===== src/rtl/rd_bus_arbiter.sv =====
// rd_bus_arbiter: shares one tiny-AXI read channel between the I-cache and
// D-cache miss engines. Start pulses are latched per side, one winner is
// granted (round-robin or fixed I-priority on a tie), a single bus read is
// issued, and the data-valid / finish pulses are routed back to the owner.
// A watchdog aborts a hung read; a per-side flush squashes that side's pulses.
module rd_bus_arbiter #(
    parameter bit RR_EN     = 1'b1,
    parameter int TO_CYCLES = 256,
    parameter int TO_W      = 9
) (
    input  logic        clk,
    input  logic        rst,
    input  logic        ic_start_rq,
    input  logic [31:0] ic_addr,
    input  logic        ic_flush,
    output logic        ic_rdat_valid,
    output logic        ic_finish,
    input  logic        dc_start_rq,
    input  logic [31:0] dc_addr,
    input  logic        dc_flush,
    output logic        dc_rdat_valid,
    output logic        dc_finish,
    output logic        rd_start_rq,
    output logic [31:0] rd_in_addr,
    input  logic        rdat_m_valid,
    input  logic        finish_mrd,
    output logic        gnt_ic,
    output logic        busy,
    input  logic        clr_err,
    output logic        req_err,
    output logic        to_err
);

    typedef enum logic [1:0] {
        IDLE      = 2'd0,
        ISSUE     = 2'd1,
        WAIT_DATA = 2'd2,
        WAIT_FIN  = 2'd3
    } state_t;

    localparam logic [TO_W-1:0] TO_LAST = TO_W'(TO_CYCLES - 1);

    state_t          state;
    logic            ic_pend;
    logic            dc_pend;
    logic [31:0]     ic_addr_q;
    logic [31:0]     dc_addr_q;
    logic            last_gnt_ic;
    logic            ic_squash;
    logic            dc_squash;
    logic [TO_W-1:0] wd_cnt;

    logic data_beat;
    logic bus_done;
    logic in_wait;
    logic timeout;
    logic ic_outst;
    logic dc_outst;
    logic ic_accept;
    logic dc_accept;
    logic req_drop;
    logic ic_cand;
    logic dc_cand;
    logic grant;
    logic win_ic;

    // Bus handshake decode: a data beat only counts while waiting for data,
    // and the read completes on finish after (or together with) that beat.
    assign busy      = (state != IDLE);
    assign in_wait   = (state == WAIT_DATA) || (state == WAIT_FIN);
    assign data_beat = (state == WAIT_DATA) && rdat_m_valid;
    assign bus_done  = finish_mrd && ((state == WAIT_FIN) || data_beat);
    assign timeout   = in_wait && (wd_cnt == TO_LAST) && !bus_done;

    // Routed pulses are combinational so the requester sees them in the bus cycle.
    assign ic_rdat_valid = data_beat &&  gnt_ic && !ic_squash;
    assign dc_rdat_valid = data_beat && !gnt_ic && !dc_squash;
    assign ic_finish     = bus_done  &&  gnt_ic && !ic_squash;
    assign dc_finish     = bus_done  && !gnt_ic && !dc_squash;

    // A side is outstanding while pending or owning an unfinished read; a
    // request in the cycle of its own finish is therefore accepted.
    assign ic_outst  = ic_pend || (busy &&  gnt_ic && !ic_finish);
    assign dc_outst  = dc_pend || (busy && !gnt_ic && !dc_finish);
    assign ic_accept = ic_start_rq && !ic_flush && !ic_outst;
    assign dc_accept = dc_start_rq && !dc_flush && !dc_outst;
    assign req_drop  = (ic_start_rq && !ic_flush && ic_outst) ||
                       (dc_start_rq && !dc_flush && dc_outst);

    // Arbitration: a flush in the same cycle withdraws that side's pending request.
    assign ic_cand = ic_pend && !ic_flush;
    assign dc_cand = dc_pend && !dc_flush;
    assign grant   = (state == IDLE) && (ic_cand || dc_cand);
    assign win_ic  = ic_cand && (!dc_cand || !RR_EN || !last_gnt_ic);

    // Per-side pending latch: flush beats a new request, grant consumes it.
    always_ff @(posedge clk or posedge rst) begin
        if (rst) begin
            ic_pend   <= 1'b0;
            dc_pend   <= 1'b0;
            ic_addr_q <= '0;
            dc_addr_q <= '0;
        end else begin
            // NOTE: non-blocking assignments keep every register reading the
            // pre-edge values, so the priority order below is order-independent.
            if (ic_flush) begin
                ic_pend <= 1'b0;
            end else if (ic_accept) begin
                ic_pend   <= 1'b1;
                ic_addr_q <= ic_addr;
            end else if (grant && win_ic) begin
                ic_pend <= 1'b0;
            end

            if (dc_flush) begin
                dc_pend <= 1'b0;
            end else if (dc_accept) begin
                dc_pend   <= 1'b1;
                dc_addr_q <= dc_addr;
            end else if (grant && !win_ic) begin
                dc_pend <= 1'b0;
            end
        end
    end

    // Transaction FSM with registered start pulse, address, owner, watchdog and squash.
    always_ff @(posedge clk or posedge rst) begin
        if (rst) begin
            state       <= IDLE;
            rd_start_rq <= 1'b0;
            rd_in_addr  <= '0;
            gnt_ic      <= 1'b0;
            last_gnt_ic <= 1'b0;
            wd_cnt      <= '0;
            ic_squash   <= 1'b0;
            dc_squash   <= 1'b0;
        end else begin
            // NOTE: default-low here makes rd_start_rq a one-cycle pulse without
            // having to clear it explicitly in every state.
            rd_start_rq <= 1'b0;
            case (state)
                IDLE: begin
                    wd_cnt    <= '0;
                    ic_squash <= 1'b0;
                    dc_squash <= 1'b0;
                    if (grant) begin
                        state       <= ISSUE;
                        rd_start_rq <= 1'b1;
                        gnt_ic      <= win_ic;
                        last_gnt_ic <= win_ic;
                        rd_in_addr  <= win_ic ? ic_addr_q : dc_addr_q;
                    end
                end
                ISSUE: begin
                    wd_cnt <= '0;
                    state  <= WAIT_DATA;
                end
                WAIT_DATA, WAIT_FIN: begin
                    wd_cnt <= wd_cnt + TO_W'(1);
                    if (bus_done || timeout) begin
                        state <= IDLE;
                    end else if (data_beat) begin
                        state <= WAIT_FIN;
                    end
                end
                default: state <= IDLE;
            endcase

            // Flushing the owner squashes its remaining pulses; IDLE clears it.
            if (busy) begin
                if (ic_flush && gnt_ic) begin
                    ic_squash <= 1'b1;
                end
                if (dc_flush && !gnt_ic) begin
                    dc_squash <= 1'b1;
                end
            end
        end
    end

    // Sticky error flags: a set event in the same cycle wins over clr_err.
    always_ff @(posedge clk or posedge rst) begin
        if (rst) begin
            req_err <= 1'b0;
            to_err  <= 1'b0;
        end else begin
            if (req_drop) begin
                req_err <= 1'b1;
            end else if (clr_err) begin
                req_err <= 1'b0;
            end

            if (timeout) begin
                to_err <= 1'b1;
            end else if (clr_err) begin
                to_err <= 1'b0;
            end
        end
    end

endmodule


===== config.mk =====
export PLATFORM = sky130hd
export DESIGN_NAME = rd_bus_arbiter
export DESIGN_NICKNAME = d
export VERILOG_FILES = /design/src/rtl/rd_bus_arbiter.sv
export SDC_FILE = /design/constraint.sdc
export NUM_CORES = 1
export LEC_CHECK = 0
export CORE_ASPECT_RATIO = 0.75
export CORE_MARGIN = 5
export CORE_UTILIZATION = 40
export DETAILED_ROUTE_END_ITERATION = 7
export HOLD_SLACK_MARGIN = 0.15
export PLACE_DENSITY = 0.69
export SYNTH_ARGS = -nofsm -noshare
export SYNTH_HDL_FRONTEND = slang
export SYNTH_SLANG_ARGS = --single-unit

===== constraint.sdc =====
create_clock -name clk -period 4.1 [get_ports clk]
set_input_delay 0.82 -clock clk [delete_from_list [all_inputs] [get_ports clk]]
set_output_delay 0.82 -clock clk [all_outputs]
set_load 0.02 [all_outputs]

==> results of run 1 <==
-- flip-flops by register name, indices dropped and copies added (netlist names) --
| signal | flops |
|---|---|
| wd_cnt | 9 |
| req_err | 1 |
| to_err | 1 |
| state | 2 |
| ic_pend | 1 |
| dc_squash | 1 |
| ic_addr_q | 32 |
| ic_squash | 1 |
| rd_start_rq | 1 |
| dc_pend | 1 |
| dc_addr_q | 32 |
| rd_in_addr | 32 |
| last_gnt_ic | 1 |
-- power by group through the flow --
stage / logic, mW / clock network, mW / registers (mW)
global placement: 1.61 / 0 / 1.96
CTS: 1.67 / 1.46 / 1.99
floorplan: 0.912 / 0 / 2.06
finish: 1.64 / 1.43 / 1.99
detailed placement: 1.66 / 0 / 2.00
global route: 1.78 / 1.52 / 2.06
-- path summary, 6_finish.rpt --
kind / endpoint / cells past startpoint / slack (ns) / start
worst max-delay path: dc_finish / 4 / 0.95 / rdat_m_valid
worst min-delay path: wd_cnt[0] / 1 / 0.47 / wd_cnt[0]
worst max register to register: dc_addr_q[15] / 5 / 1.77 / state[1]
worst min register to register: wd_cnt[0] / 1 / 0.47 / wd_cnt[0]
max in group asynchronous: rd_in_addr[1] / 3 / 2.49 / rst
min in group asynchronous: req_err / 2 / 0.84 / rst
-- layer usage --
layer	track usage, %	routed length [um]	vias up
met4	5.83	142	0
met3	6.43	833	16
li1	-	-	1464
met5	0	0	-
met1	21.1	4800	1655
met2	28.3	5700	105
-- critical path, stage by stage --
cell and delay, ns:
clkdlybuf4s50_1 0.53, o211ai_2 0.16, nor3_1 0.19, clkdlybuf4s50_1 0.63
-- final cells by class --
class	instances	area, um2
fill	967	4920
sequential	115	2880
multi-input combinational	162	1630
timing repair buffer	122	1210
clock buffer	23	478
tap	162	203
inverter	39	149
clock inverter	9	104
-- stage by stage --
| stage | hold slack [ns] | instance area (um2) |
|---|---|---|
| 2_1_floorplan | 0.431 | 4730 |
| 3_3_place_gp | 0.443 | 6070 |
| 3_5_place_dp | 0.465 | 6070 |
| 4_1_cts | 0.473 | 6660 |
| 5_1_grt | 0.485 | 6660 |
| 6_report | 0.469 | 6660 |
-- logic make-up (layout without fill, tap and decap cells) --
logic type                 Yosys count  count (layout)  synth area share [%]
DFF                                115             115                  60.9
muxes                               64              64                  17.5
buffers and inverters               56             193                  5.11
AOI/OAI and AO/OA                   53              53                  10.6
and+or+nand+nor                     39              39                  4.63
xor gates and xnor gates             4               4                 0.741
adders and majority gates            2               2                 0.529
-- cells in the final DEF (no fill, tap or decap), drive strengths merged, types with 6 or more instances in the layout --
| master | Yosys | layout |
|---|---|---|
| dfrtp | 115 | 115 |
| inv | 39 | 39 |
| nor2b | 6 | 6 |
| buf | 10 | 9 |
| clkbuf | 7 | 23 |
| a222oi | 32 | 32 |
| nor2 | 7 | 7 |
| nand2b | 6 | 6 |
| mux2 | 64 | 64 |
| clkdlybuf4s50 | 0 | 113 |
==> results.cfg, run 1 <==
[synthesis]
synthTopCellsByCount = 115 x dfrtp_1, 38 x inv_1, 33 x mux2_2
seq_area_frac_synth_pct = 60.9
synthCells = 333
synth_area_leaders = dfrtp_1 61%, mux2_4 9.2%, mux2_2 7.9%, a222oi_1 6.8%, inv_1 3.0%
synth_top_area_share_pct = 60.9
netlist_area_mm2 = 0.00473
yosys.area.top_type = dfrtp_1
synth_fp_nets = 408
yosysUniqueCellTypes = 38
ys_warn_count = 0
synth_seq_cells = 115
post-synth-top-count-cell = dfrtp_1
synth_edf_count = 0
synth_ff_type = dfrtp_1
async_flop_share_pct = 100
syn_area_per_cell_um2 = 14.2

[timing]
finalSetupTns_ns = 0
finalMaxSlewViolations = 0
max_freq_mhz = 317
final_hold_viol_count = 0
finalCritPeriodShare_pct = 76.8
setup_ws_ns = 0.949
finClkSkew_ns = 0.0116
worst_pin_slew_ns = 0.602
rsz0062_at_grt = no
setup_viol = 0
slew_headroom_pct = 59.9
period_minus_slack_ns = 3.15

[global_route]
grt_start_max_net_pins = 70
grt_overflow = 0
grt_antenna_before_repair = 0
grt_pass1_wl_um = 19100
grt_use_total_pct = 17.3
first_global_vias = 3668

[clock_tree]
cts_tree = built
cts.path.max_buffers = 2
insertion_delay_ns = 0.41
cts_buffers = 17
clkTransAtPathRegs_ns = 0.05
h-tree-depth = 4
cts_root_buf = clkbuf_16
postCtsSetupBuffers = 0
post_cts_resize_count = 0
cts_hold_buf = 0
cts_sinks = 115

[placement]
place_ws_ns = 0.949
dp_cells = 600
hpwlAfterDp_um = 7850
portBuffers = 113
gp_congestion = 0.755

[job]
drv_cap = 0

[power_and_ir_drop]
cellPowerDensity_mw_per_mm2 = 761
clock_power_share_pct = 28.3
p_seq_share_pct = 39.3
peakVddDrop_mv = 0.335
combPwrFrac_pct = 32.4
leakagePower_nw = 3.09
switching_power_mw = 1.56
power_mw = 5.07
p_int_mw = 3.51
netSwitchingFraction_pct = 30.8

[worst_setup_path]
timing_worst_setup_path_type = input port to primary output
start_kind = input port
cp_max_fo = 5
endpoint_kind = primary output
cp_data_arrival_time_ns = 2.33
crit_required_ns = 3.28

[routing]
drcViolationCount = 0
wirelength_um = 11500
drtAntennaViolNets = 0
drtIter0Drc = 221
viasPerCell = 5.13
firstDrtPassIters = 8
avgRoutedWirePerCell_um = 18.2
dr_total_vias = 3240

[die]
num_rows = 34
dieWidth_um = 136
ios = 114
dieHeight_um = 104
initial_core_util_pct = 40.9
coreArea_mm2 = 0.0116
die_area_mm2 = 0.0141

[final_layout]
drive_gt1_share_pct = 23.4
antenna_cells = 0
areaGrowthSynthToFinish_pct = 40.8
final_nets = 532
fin_util_pct = 57.5
stdcell_count = 632

[status]
status = completed

[worst_hold_path]
hold_class = register to register
Note: power is estimated with default switching activity, not from simulation.
==> inputs of run 2 (changes only) <==
clock period = 2.7 ns   (was 4.1 ns; I/O delays follow)
==> run 2 against run 1 <==
Global-route usage is 0.15 points lower; first-iteration DRC count rose by 18%; cell count unchanged; register-to-register slack worse by 1.0 ns; highest routed layer unchanged; final area increased by 1.6%; critical path depth unchanged; combinational power grew 54%; flip-flop and latch count stayed put.
==> results.cfg, run 2 (synthesis results as in run 1) <==
[status]
status = completed

[clock_tree]
clkTransAtPathRegs_ns = 0.05
postCtsSetupBuffers = 0
cts.path.max_buffers = 2
cts_tree = built
cts_hold_buf = 0
insertion_delay_ns = 0.40
cts_sinks = 115
cts_root_buf = clkbuf_16
h-tree-depth = 4
post_cts_resize_count = 0
cts_buffers = 17

[final_layout]
antenna_cells = 0
fin_util_pct = 58.4
areaGrowthSynthToFinish_pct = 43.0
drive_gt1_share_pct = 23.8
multi_input_comb_area_mm2 = 0.00163
final_cell_mix = 114 x dfrtp_1, 113 x clkdlybuf4s50_1, 37 x inv_1, 33 x mux2_2, 32 x a222oi_1
final_nets = 532
fillers = 946
seq_area_mm2 = 0.00288
final_common_cell = dfrtp_1
largestRegisters = dc_addr_q: 32 flops, ic_addr_q: 32 flops, rd_in_addr: 32 flops

[timing]
setup_ws_ns = 0.111
slew_headroom_pct = 58.3
finalSetupTns_ns = 0
rsz0062_at_grt = no
finClkSkew_ns = 0.00896
worst_pin_slew_ns = 0.625
finalCritPeriodShare_pct = 95.9
setup_viol = 0
final_hold_viol_count = 0
period_minus_slack_ns = 2.59
finalMaxSlewViolations = 0
max_freq_mhz = 386

[worst_hold_path]
hold_class = register to register

[worst_setup_path]
path_cells = clkdlybuf4s50_1 -> o211ai_2 -> nor3_1 -> clkdlybuf4s50_1
cp_top_family = buffers and inverters
crit_buf_inv = 2
endpoint_kind = primary output
timing_worst_setup_path_type = input port to primary output
critPathMostFrequentCell = clkdlybuf4s50_1
cp_max_fo = 4
slowest_delay_ns = 0.64
start_kind = input port
critical-path-slowest-cell = clkdlybuf4s50_1
cp_data_arrival_time_ns = 2.05
crit_required_ns = 2.16

[global_route]
grt_pass1_wl_um = 18900
grt_antenna_before_repair = 0
gr-max-usage-layer = met2
use_met3_pct = 5.95
first_global_vias = 3574
met2_usage_pct = 26.2
grt_start_max_net_pins = 116
met1_usage_pct = 22.9
grt_overflow = 0
grt_use_total_pct = 17.2

[routing]
drtIter0Drc = 260
firstDrtPassIters = 5
drcViolationCount = 0
avgRoutedWirePerCell_um = 18.1
drtAntennaViolNets = 0
viasPerCell = 5.09
wirelength_um = 11400
dr_total_vias = 3220

[job]
drv_cap = 0

[die]
dieHeight_um = 104
initial_core_util_pct = 40.9
dieWidth_um = 136
num_rows = 34
die_area_mm2 = 0.0141
ios = 114
coreArea_mm2 = 0.0116

[placement]
place_ws_ns = 0.0991
portBuffers = 113
gp_congestion = 0.756
hpwlAfterDp_um = 7070

[power_and_ir_drop]
leakagePower_nw = 3.13
peakVddDrop_mv = 0.608
cellPowerDensity_mw_per_mm2 = 1180
==> run 2: cell type report <==
| type | count | area share (%) |
|---|---|---|
| Multi-Input combinational cell | 162 | 24.1 |
| Inverter | 39 | 2.22 |
| Tap cell | 162 | 3.00 |
| Clock buffer | 24 | 7.42 |
| Sequential cell | 115 | 42.6 |
| Timing Repair Buffer | 122 | 18.5 |
| Clock inverter | 8 | 2.17 |
==> run 2: report_power, final <==
group / leakage, nW / internal (mW) / switching [mW]
registers: 1.41 / 2.51 / 0.515
logic: 1.41 / 1.42 / 1.10
clock network: 0.316 / 1.67 / 0.758
total: 3.13 / 5.59 / 2.38
==> run 2: worst paths after layout <==
path	from	endpoint	slack, ns	cells after the start
max	rdat_m_valid	dc_finish	0.11	4
min	wd_cnt[0]	wd_cnt[0]	0.46	1
max reg2reg	state[1]	rd_in_addr[30]	0.77	6
min reg2reg	wd_cnt[0]	wd_cnt[0]	0.46	1
max in group asynchronous	rst	state[1]	1.52	3
min in group asynchronous	rst	ic_addr_q[30]	0.66	3
==> run 2: layer usage <==
layer  vias to the layer above  part of all wire, %  wire length [um]
li1                       1462                    -                 -
met1                      1645                   45              5130
met2                       103                   48              5450
met3                        10                  6.5               747
met4                         0                 0.96               110
met5                         -                    0                 0
==> run 2: metrics by stage <==
stage               hold WS [ns]  area [um2]  instances  total power [mW]
floorplan                  0.431        4730        333              4.52
global placement           0.449        6110        600              5.45
detailed placement         0.458        6110        600              5.56
CTS                        0.466        6760        632              8.05
global route               0.473        6760        632              8.41
finish                     0.462        6760        632              7.97
==> inputs of run 3 (changes only) <==
GPL_ROUTABILITY_DRIVEN = 0   (was not set)
==> results of run 3 <==
No change in the layout: final DEF, timing and power equal those of run 2.
